### config.mk
export PLATFORM = sky130hd
export DESIGN_NAME = jk_bist_ctrl
export DESIGN_NICKNAME = d
export VERILOG_FILES = /design/src/rtl/jk_bist_pkg.sv /design/src/rtl/jk_lfsr8.sv /design/src/rtl/jk_bist_ctrl.sv
export SDC_FILE = /design/constraint.sdc
export NUM_CORES = 1
export LEC_CHECK = 0
export CORE_MARGIN = 3
export CORE_UTILIZATION = 53
export DETAILED_ROUTE_END_ITERATION = 10
export PLACE_DENSITY = 0.75
export SYNTH_ARGS = -nofsm -noshare
export SYNTH_HDL_FRONTEND = slang
export SYNTH_SLANG_ARGS = --single-unit
export TNS_END_PERCENT = 30
### constraint.sdc
create_clock -name clk -period 2.7 [get_ports clk]
set_input_delay 0.81 -clock clk [delete_from_list [all_inputs] [get_ports clk]]
set_output_delay 0.81 -clock clk [all_outputs]
set_load 0.005 [all_outputs]
### src/rtl/jk_bist_pkg.sv
// jk_bist_pkg
//   Shared types and helpers for the jkff built-in self-test controller.
//   - state_t    : controller FSM states
//   - JK_* codes : {j,k} drive encodings
//   - LFSR_TAPS  : feedback taps of the 8-bit Fibonacci LFSR (bits 7,5,4,3)
//   - jk_next()  : next-state rule of a JK flop, used as the golden model
package jk_bist_pkg;

  typedef enum logic [2:0] {
    IDLE,
    INIT,
    RUN,
    DRAIN,
    DONE
  } state_t;

  localparam logic [1:0] JK_HOLD = 2'b00;
  localparam logic [1:0] JK_RST  = 2'b01;
  localparam logic [1:0] JK_SET  = 2'b10;
  localparam logic [1:0] JK_TGL  = 2'b11;

  localparam logic [7:0] LFSR_TAPS = 8'hB8;

  function automatic logic jk_next(input logic q, input logic [1:0] jk);
    logic q_n;
    case (jk)
      JK_HOLD: q_n = q;
      JK_RST:  q_n = 1'b0;
      JK_SET:  q_n = 1'b1;
      default: q_n = ~q;
    endcase
    return q_n;
  endfunction

endpackage

### src/rtl/jk_lfsr8.sv
// jk_lfsr8
//   8-bit Fibonacci LFSR, shift-left, new bit0 = parity of the tapped bits.
//   Ports:
//     clk   - clock
//     rst   - synchronous active-high reset (register cleared)
//     load  - load seed (takes priority over en)
//     seed  - value loaded when load is high
//     en    - advance one step
//     state - current register contents
module jk_lfsr8
  import jk_bist_pkg::*;
(
  input  logic       clk,
  input  logic       rst,
  input  logic       load,
  input  logic [7:0] seed,
  input  logic       en,
  output logic [7:0] state
);

  logic [7:0] state_q;
  logic [7:0] state_d;

  always_comb begin
    state_d = state_q;
    if (load) begin
      state_d = seed;
    end else if (en) begin
      state_d = {state_q[6:0], ^(state_q & LFSR_TAPS)};
    end
  end

  always_ff @(posedge clk) begin
    if (rst) begin
      state_q <= 8'h00;
    end else begin
      state_q <= state_d;
    end
  end

  assign state = state_q;

endmodule

### src/rtl/jk_bist_ctrl.sv
// jk_bist_ctrl
//   BIST controller for a jkff cell: resets the flop, drives N_STEPS
//   pseudo-random J/K pairs from an LFSR and checks q against a golden model
//   with one cycle of check latency (the DRAIN cycle checks the last step).
//   Ports:
//     clk, rst        - clock, synchronous active-high reset
//     start           - run request, sampled only in IDLE
//     dut_rst         - reset to the flop under test (high in INIT)
//     j_out, k_out    - J/K drive to the flop
//     q_in            - flop output
//     busy            - high in INIT, RUN and DRAIN
//     done            - one-cycle pulse in DONE
//     pass            - result of last run, held until next accepted start
//     fail_idx        - steps applied when the first mismatch was seen
//     err_cnt         - mismatch count of this run, saturating at 255
module jk_bist_ctrl
  import jk_bist_pkg::*;
#(
  parameter int unsigned N_STEPS = 32,
  parameter logic [7:0]  SEED    = 8'hA5
) (
  input  logic       clk,
  input  logic       rst,
  input  logic       start,
  output logic       dut_rst,
  output logic       j_out,
  output logic       k_out,
  input  logic       q_in,
  output logic       busy,
  output logic       done,
  output logic       pass,
  output logic [7:0] fail_idx,
  output logic [7:0] err_cnt
);

  // An all-zero seed would lock the LFSR up.
  localparam logic [7:0] SEED_EFF  = (SEED == 8'h00) ? 8'h01 : SEED;
  localparam logic [7:0] N_STEPS_B = 8'(N_STEPS);
  localparam logic [7:0] LAST_STEP = 8'(N_STEPS - 1);

  state_t     state_q, state_d;
  logic       exp_q_q, exp_q_d;
  logic [7:0] step_q, step_d;
  logic [7:0] err_cnt_q, err_cnt_d;
  logic [7:0] fail_idx_q, fail_idx_d;
  logic       first_err_q, first_err_d;
  logic       pass_q, pass_d;

  logic [7:0] lfsr_state;
  logic [1:0] jk_drive;
  logic       cmp_en;
  logic       mismatch;
  logic       unused_lfsr_hi;

  jk_lfsr8 u_lfsr (
    .clk   (clk),
    .rst   (rst),
    .load  (state_q == INIT),
    .seed  (SEED_EFF),
    .en    (state_q == RUN),
    .state (lfsr_state)
  );

  // Only the low two bits drive J/K; the rest exist for the feedback.
  assign unused_lfsr_hi = ^lfsr_state[7:2];

  assign jk_drive = (state_q == RUN) ? lfsr_state[1:0] : JK_HOLD;
  assign cmp_en   = (state_q == RUN) || (state_q == DRAIN);
  assign mismatch = cmp_en && (q_in != exp_q_q);

  always_comb begin
    state_d     = state_q;
    exp_q_d     = exp_q_q;
    step_d      = step_q;
    err_cnt_d   = err_cnt_q;
    fail_idx_d  = fail_idx_q;
    first_err_d = first_err_q;
    pass_d      = pass_q;

    case (state_q)
      IDLE: begin
        if (start) begin
          state_d     = INIT;
          pass_d      = 1'b0;
          err_cnt_d   = 8'h00;
          fail_idx_d  = 8'h00;
          first_err_d = 1'b0;
        end
      end
      INIT: begin
        exp_q_d = 1'b0;
        step_d  = 8'h00;
        state_d = RUN;
      end
      RUN: begin
        exp_q_d = jk_next(exp_q_q, jk_drive);
        step_d  = step_q + 8'd1;
        if (step_q == LAST_STEP) begin
          state_d = DRAIN;
        end
      end
      DRAIN: begin
        // Register the verdict here so pass is already valid while done is high;
        // the DRAIN compare is folded in directly.
        pass_d  = (err_cnt_q == 8'h00) && !mismatch;
        state_d = DONE;
      end
      DONE: begin
        state_d = IDLE;
      end
      default: begin
        state_d = IDLE;
      end
    endcase

    if (mismatch) begin
      if (err_cnt_q != 8'hFF) begin
        err_cnt_d = err_cnt_q + 8'd1;
      end
      if (!first_err_q) begin
        first_err_d = 1'b1;
        fail_idx_d  = (state_q == DRAIN) ? N_STEPS_B : step_q;
      end
    end
  end

  always_ff @(posedge clk) begin
    if (rst) begin
      state_q     <= IDLE;
      exp_q_q     <= 1'b0;
      step_q      <= 8'h00;
      err_cnt_q   <= 8'h00;
      fail_idx_q  <= 8'h00;
      first_err_q <= 1'b0;
      pass_q      <= 1'b0;
    end else begin
      state_q     <= state_d;
      exp_q_q     <= exp_q_d;
      step_q      <= step_d;
      err_cnt_q   <= err_cnt_d;
      fail_idx_q  <= fail_idx_d;
      first_err_q <= first_err_d;
      pass_q      <= pass_d;
    end
  end

  assign dut_rst  = (state_q == INIT);
  assign j_out    = jk_drive[1];
  assign k_out    = jk_drive[0];
  assign busy     = (state_q == INIT) || (state_q == RUN) || (state_q == DRAIN);
  assign done     = (state_q == DONE);
  assign pass     = pass_q;
  assign fail_idx = fail_idx_q;
  assign err_cnt  = err_cnt_q;

endmodule

==> metrics.txt <==
# TYPE chip_impl_metric gauge
chip_impl_metric{name="via_count_of_the_first_global_routing_pass",unit=""} 1491
chip_impl_info{name="cell_by_cell_listing_of_the_critical_path",value="or3b_1 -> inv_1 -> clkdlybuf4s50_1"} 1
chip_impl_metric{name="tightest_slew",unit="ns"} 0.433
chip_impl_metric{name="via_per_inst",unit=""} 5.81
chip_impl_metric{name="dp_hpwl",unit="mm"} 3.02
chip_impl_metric{name="clock.fmax",unit="MHz"} 382
chip_impl_metric{name="whs",unit="ns"} 0.480
chip_impl_metric{name="antenna_found_initial",unit=""} 0
chip_impl_metric{name="fin_total_pwr",unit="mW"} 1.06
chip_impl_info{name="critical_path_class",value="flip-flop to primary output"} 1
chip_impl_metric{name="detail_route.iter0.violations",unit=""} 117
chip_impl_metric{name="synth_edf_count",unit=""} 0
chip_impl_metric{name="power.static_leakage",unit="nW"} 0.788
chip_impl_metric{name="drt_drc_violations_left",unit=""} 0
chip_impl_metric{name="setup-tns-final",unit="ns"} 0
chip_impl_metric{name="stdcell_count",unit=""} 268
chip_impl_metric{name="utilization",unit=""} 0.690
chip_impl_info{name="mostFrequentLayoutCell",value="sky130_fd_sc_hd__dfxtp_1"} 1
chip_impl_metric{name="synth_warnings",unit=""} 0
chip_impl_metric{name="async_set_reset_flop_share_out_of_synthesis",unit=""} 0
chip_impl_metric{name="grt_max_degree",unit=""} 27
chip_impl_info{name="clock-root-buffer",value="sky130_fd_sc_hd__clkbuf_4"} 1
chip_impl_metric{name="placement.cell_area",unit="mm2"} 0.00208
chip_impl_metric{name="first_pass_iters",unit=""} 4
chip_impl_metric{name="dp_cells",unit=""} 259
chip_impl_metric{name="timing.critical_path.slowest_cell_delay",unit="ns"} 0.50
chip_impl_metric{name="drive_above_1_share",unit=""} 0.147
chip_impl_metric{name="power_density",unit="mW/mm2"} 489
chip_impl_info{name="unrepaired_setup_endpoints_after_global_routing",value="no"} 1
chip_impl_metric{name="cts-hold-fix-buffers",unit=""} 0
chip_impl_metric{name="route.vias.total",unit=""} 1558
chip_impl_metric{name="die_area",unit="mm2"} 0.00410
chip_impl_info{name="mostFrequentLayoutCells",value="35 x sky130_fd_sc_hd__dfxtp_1, 25 x sky130_fd_sc_hd__clkdlybuf4s50_1, 19 x sky130_fd_sc_hd__nor2_1, 15 x sky130_fd_sc_hd__a21oi_1, 12 x sky130_fd_sc_hd__nand2_1"} 1
chip_impl_metric{name="gr-usage-all-layers",unit=""} 0.218
chip_impl_metric{name="design.core.area",unit="mm2"} 0.00313
chip_impl_metric{name="clock_tree.buffer_depth",unit=""} 2
chip_impl_metric{name="postSynthRegisterBits",unit=""} 38
chip_impl_metric{name="die_width",unit="um"} 64.0
chip_impl_info{name="timing.hold.worst.class",value="flip-flop to flip-flop"} 1
chip_impl_metric{name="worst_setup_hold_path_clk_slew",unit="ns"} 0.11
chip_impl_metric{name="fin_skew",unit="ns"} 0.00635
chip_impl_metric{name="number_of_diodes_added_for_antenna_fixing",unit=""} 0
chip_impl_metric{name="timing.max_slew.rel_slack",unit=""} 0.709
chip_impl_metric{name="routed_wire_length_per_instance",unit="um"} 15.4
chip_impl_metric{name="ff2ff_setup_slack",unit="ns"} 0.82
chip_impl_metric{name="synth_sequential_area_ratio",unit=""} 0.426
chip_impl_metric{name="final-setup-viol-count",unit=""} 0
chip_impl_metric{name="ioPinCount",unit=""} 26
chip_impl_info{name="cts_tree",value="built"} 1
chip_impl_metric{name="final_cycle_utilization_of_the_critical_path",unit=""} 0.968
chip_impl_metric{name="pre_cts_slack",unit="ns"} 0.175
chip_impl_metric{name="floorplan.rows",unit=""} 20
chip_impl_metric{name="final.setup.worst_slack",unit="ns"} 0.0855
chip_impl_metric{name="gp_congestion",unit=""} 0.820
chip_impl_metric{name="critical_path_arrival",unit="ns"} 1.80
chip_impl_metric{name="final_nets",unit=""} 232
chip_impl_metric{name="timing_hold_violations_final",unit=""} 0
chip_impl_metric{name="cap_violations",unit=""} 0
chip_impl_info{name="setup.worst_path.start_class",value="flip-flop"} 1
chip_impl_metric{name="cts_num_sinks",unit=""} 38
chip_impl_info{name="crit_slowest_cell",value="sky130_fd_sc_hd__clkdlybuf4s50_1"} 1
chip_impl_metric{name="synth.avg_cell_area",unit="um2"} 9.15
chip_impl_metric{name="netlist_area",unit="mm2"} 0.00178
chip_impl_metric{name="starting_density",unit=""} 0.570
chip_impl_metric{name="post_synth_num_cell_types",unit=""} 51
chip_impl_metric{name="maximum_fanout_along_the_worst_path",unit=""} 10
chip_impl_metric{name="detail-route-antenna-nets",unit=""} 0
chip_impl_metric{name="worst-endpoint-required",unit="ns"} 1.89
chip_impl_info{name="timing.critical_path.to_type",value="primary output"} 1
chip_impl_info{name="synth-main-ff-cell",value="sky130_fd_sc_hd__dfxtp_1"} 1
chip_impl_metric{name="layout_min_cycle_time",unit="ns"} 2.61
chip_impl_metric{name="syn-num-nets",unit=""} 204
chip_impl_metric{name="detail_route.wirelength",unit="mm"} 4.14
chip_impl_metric{name="htree_levels",unit=""} 2
chip_impl_metric{name="die_h",unit="um"} 64.0
chip_impl_info{name="run_status",value="finished clean"} 1
chip_impl_metric{name="grt_first_pass_wirelength",unit="mm"} 7.07
chip_impl_metric{name="synthCells",unit=""} 195
chip_impl_metric{name="timing.final.max_slew_violations",unit=""} 0
chip_impl_metric{name="cts_made_buffers",unit=""} 5
chip_impl_metric{name="overflow",unit=""} 0
chip_impl_metric{name="numPortBuffers",unit=""} 25
chip_impl_metric{name="clkLatencyLatePin",unit="ns"} 0.34
chip_impl_metric{name="area_delta_synth_final",unit="%"} 21.0
chip_impl_metric{name="ir_worst_vdd",unit="mV"} 0.278
chip_impl_metric{name="design_area",unit="mm2"} 0.00216
-- where the power goes --
group	switching [mW]	leakage, nW	internal, mW
registers	0.0202	0.309	0.578
logic	0.0810	0.443	0.0659
clock network	0.185	0.0353	0.126
-- flip-flops by register name (all words and copies together), names as in the netlist --
signal        flops
step_q            8
fail_idx          8
err_cnt           8
state_q           3
u_lfsr.state      8
pass              1
exp_q_q           1
first_err_q       1
-- logic make-up (layout without fill, tap and decap cells) --
group	count (synthesis)	in the layout	synth area share
fa+ha+maj	5	5	0.0351
compound gates	44	44	0.176
xor+xnor	8	8	0.0435
simple gates	77	77	0.247
buf+inv	18	47	0.0435
flops	38	38	0.426
mux	5	5	0.0288
-- what timing repair did --
action	in CTS	in global routing
setup endpoints to repair	3	1
endpoints found under the hold margin	0	0
gates resized for setup	3	2
buffers inserted	0	1
pin swaps	0	0
-- cell type report --
class                           instances  area [um2]
Tap cell                               44        55.1
Clock buffer                            7        55.1
Multi-Input combinational cell        139         952
Clock inverter                          1        5.00
Sequential cell                        38         767
Inverter                                8        30.0
Fill cell                             259         968
Timing Repair Buffer                   31         295
-- synthesized netlist by cell type (all sizes together) (3+ instances only) --
library cell,number,share of area
dfxtp,38,0.43
or3,3,0.011
nand4,4,0.014
a22o,7,0.039
inv,8,0.017
ha,5,0.035
nand2,12,0.025
o211ai,3,0.020
xnor2,6,0.029
nor4,5,0.026
nand3,5,0.014
o21ai,6,0.017
nor3,8,0.022
mux2i,4,0.022
a21oi,15,0.042
nor2,20,0.043
clkbuf,4,0.0084
or4,3,0.013
buf,6,0.018
-- critical path, delay by kind of cell, from the launching register on --
kind / cells / cell delay [ns]
simple gates: 1 / 0.39
flops: 1 / 0.48
buf+inv: 2 / 0.59
-- routing by layer --
metal	global-route usage	share of wire
met3	0.0510	0.048
met2	0.361	0.50
met1	0.266	0.44
met5	0	0
met4	0.0997	0.0092
-- worst paths after layout --
check / start / endpoint / depth (start not counted)
worst min-delay path: pass / pass / 2
worst min register to register: pass / pass / 2
worst max-delay path: state_q[0] / dut_rst / 3
worst max register to register: state_q[1] / exp_q_q / 7
Power figures use the tool's default switching activity.
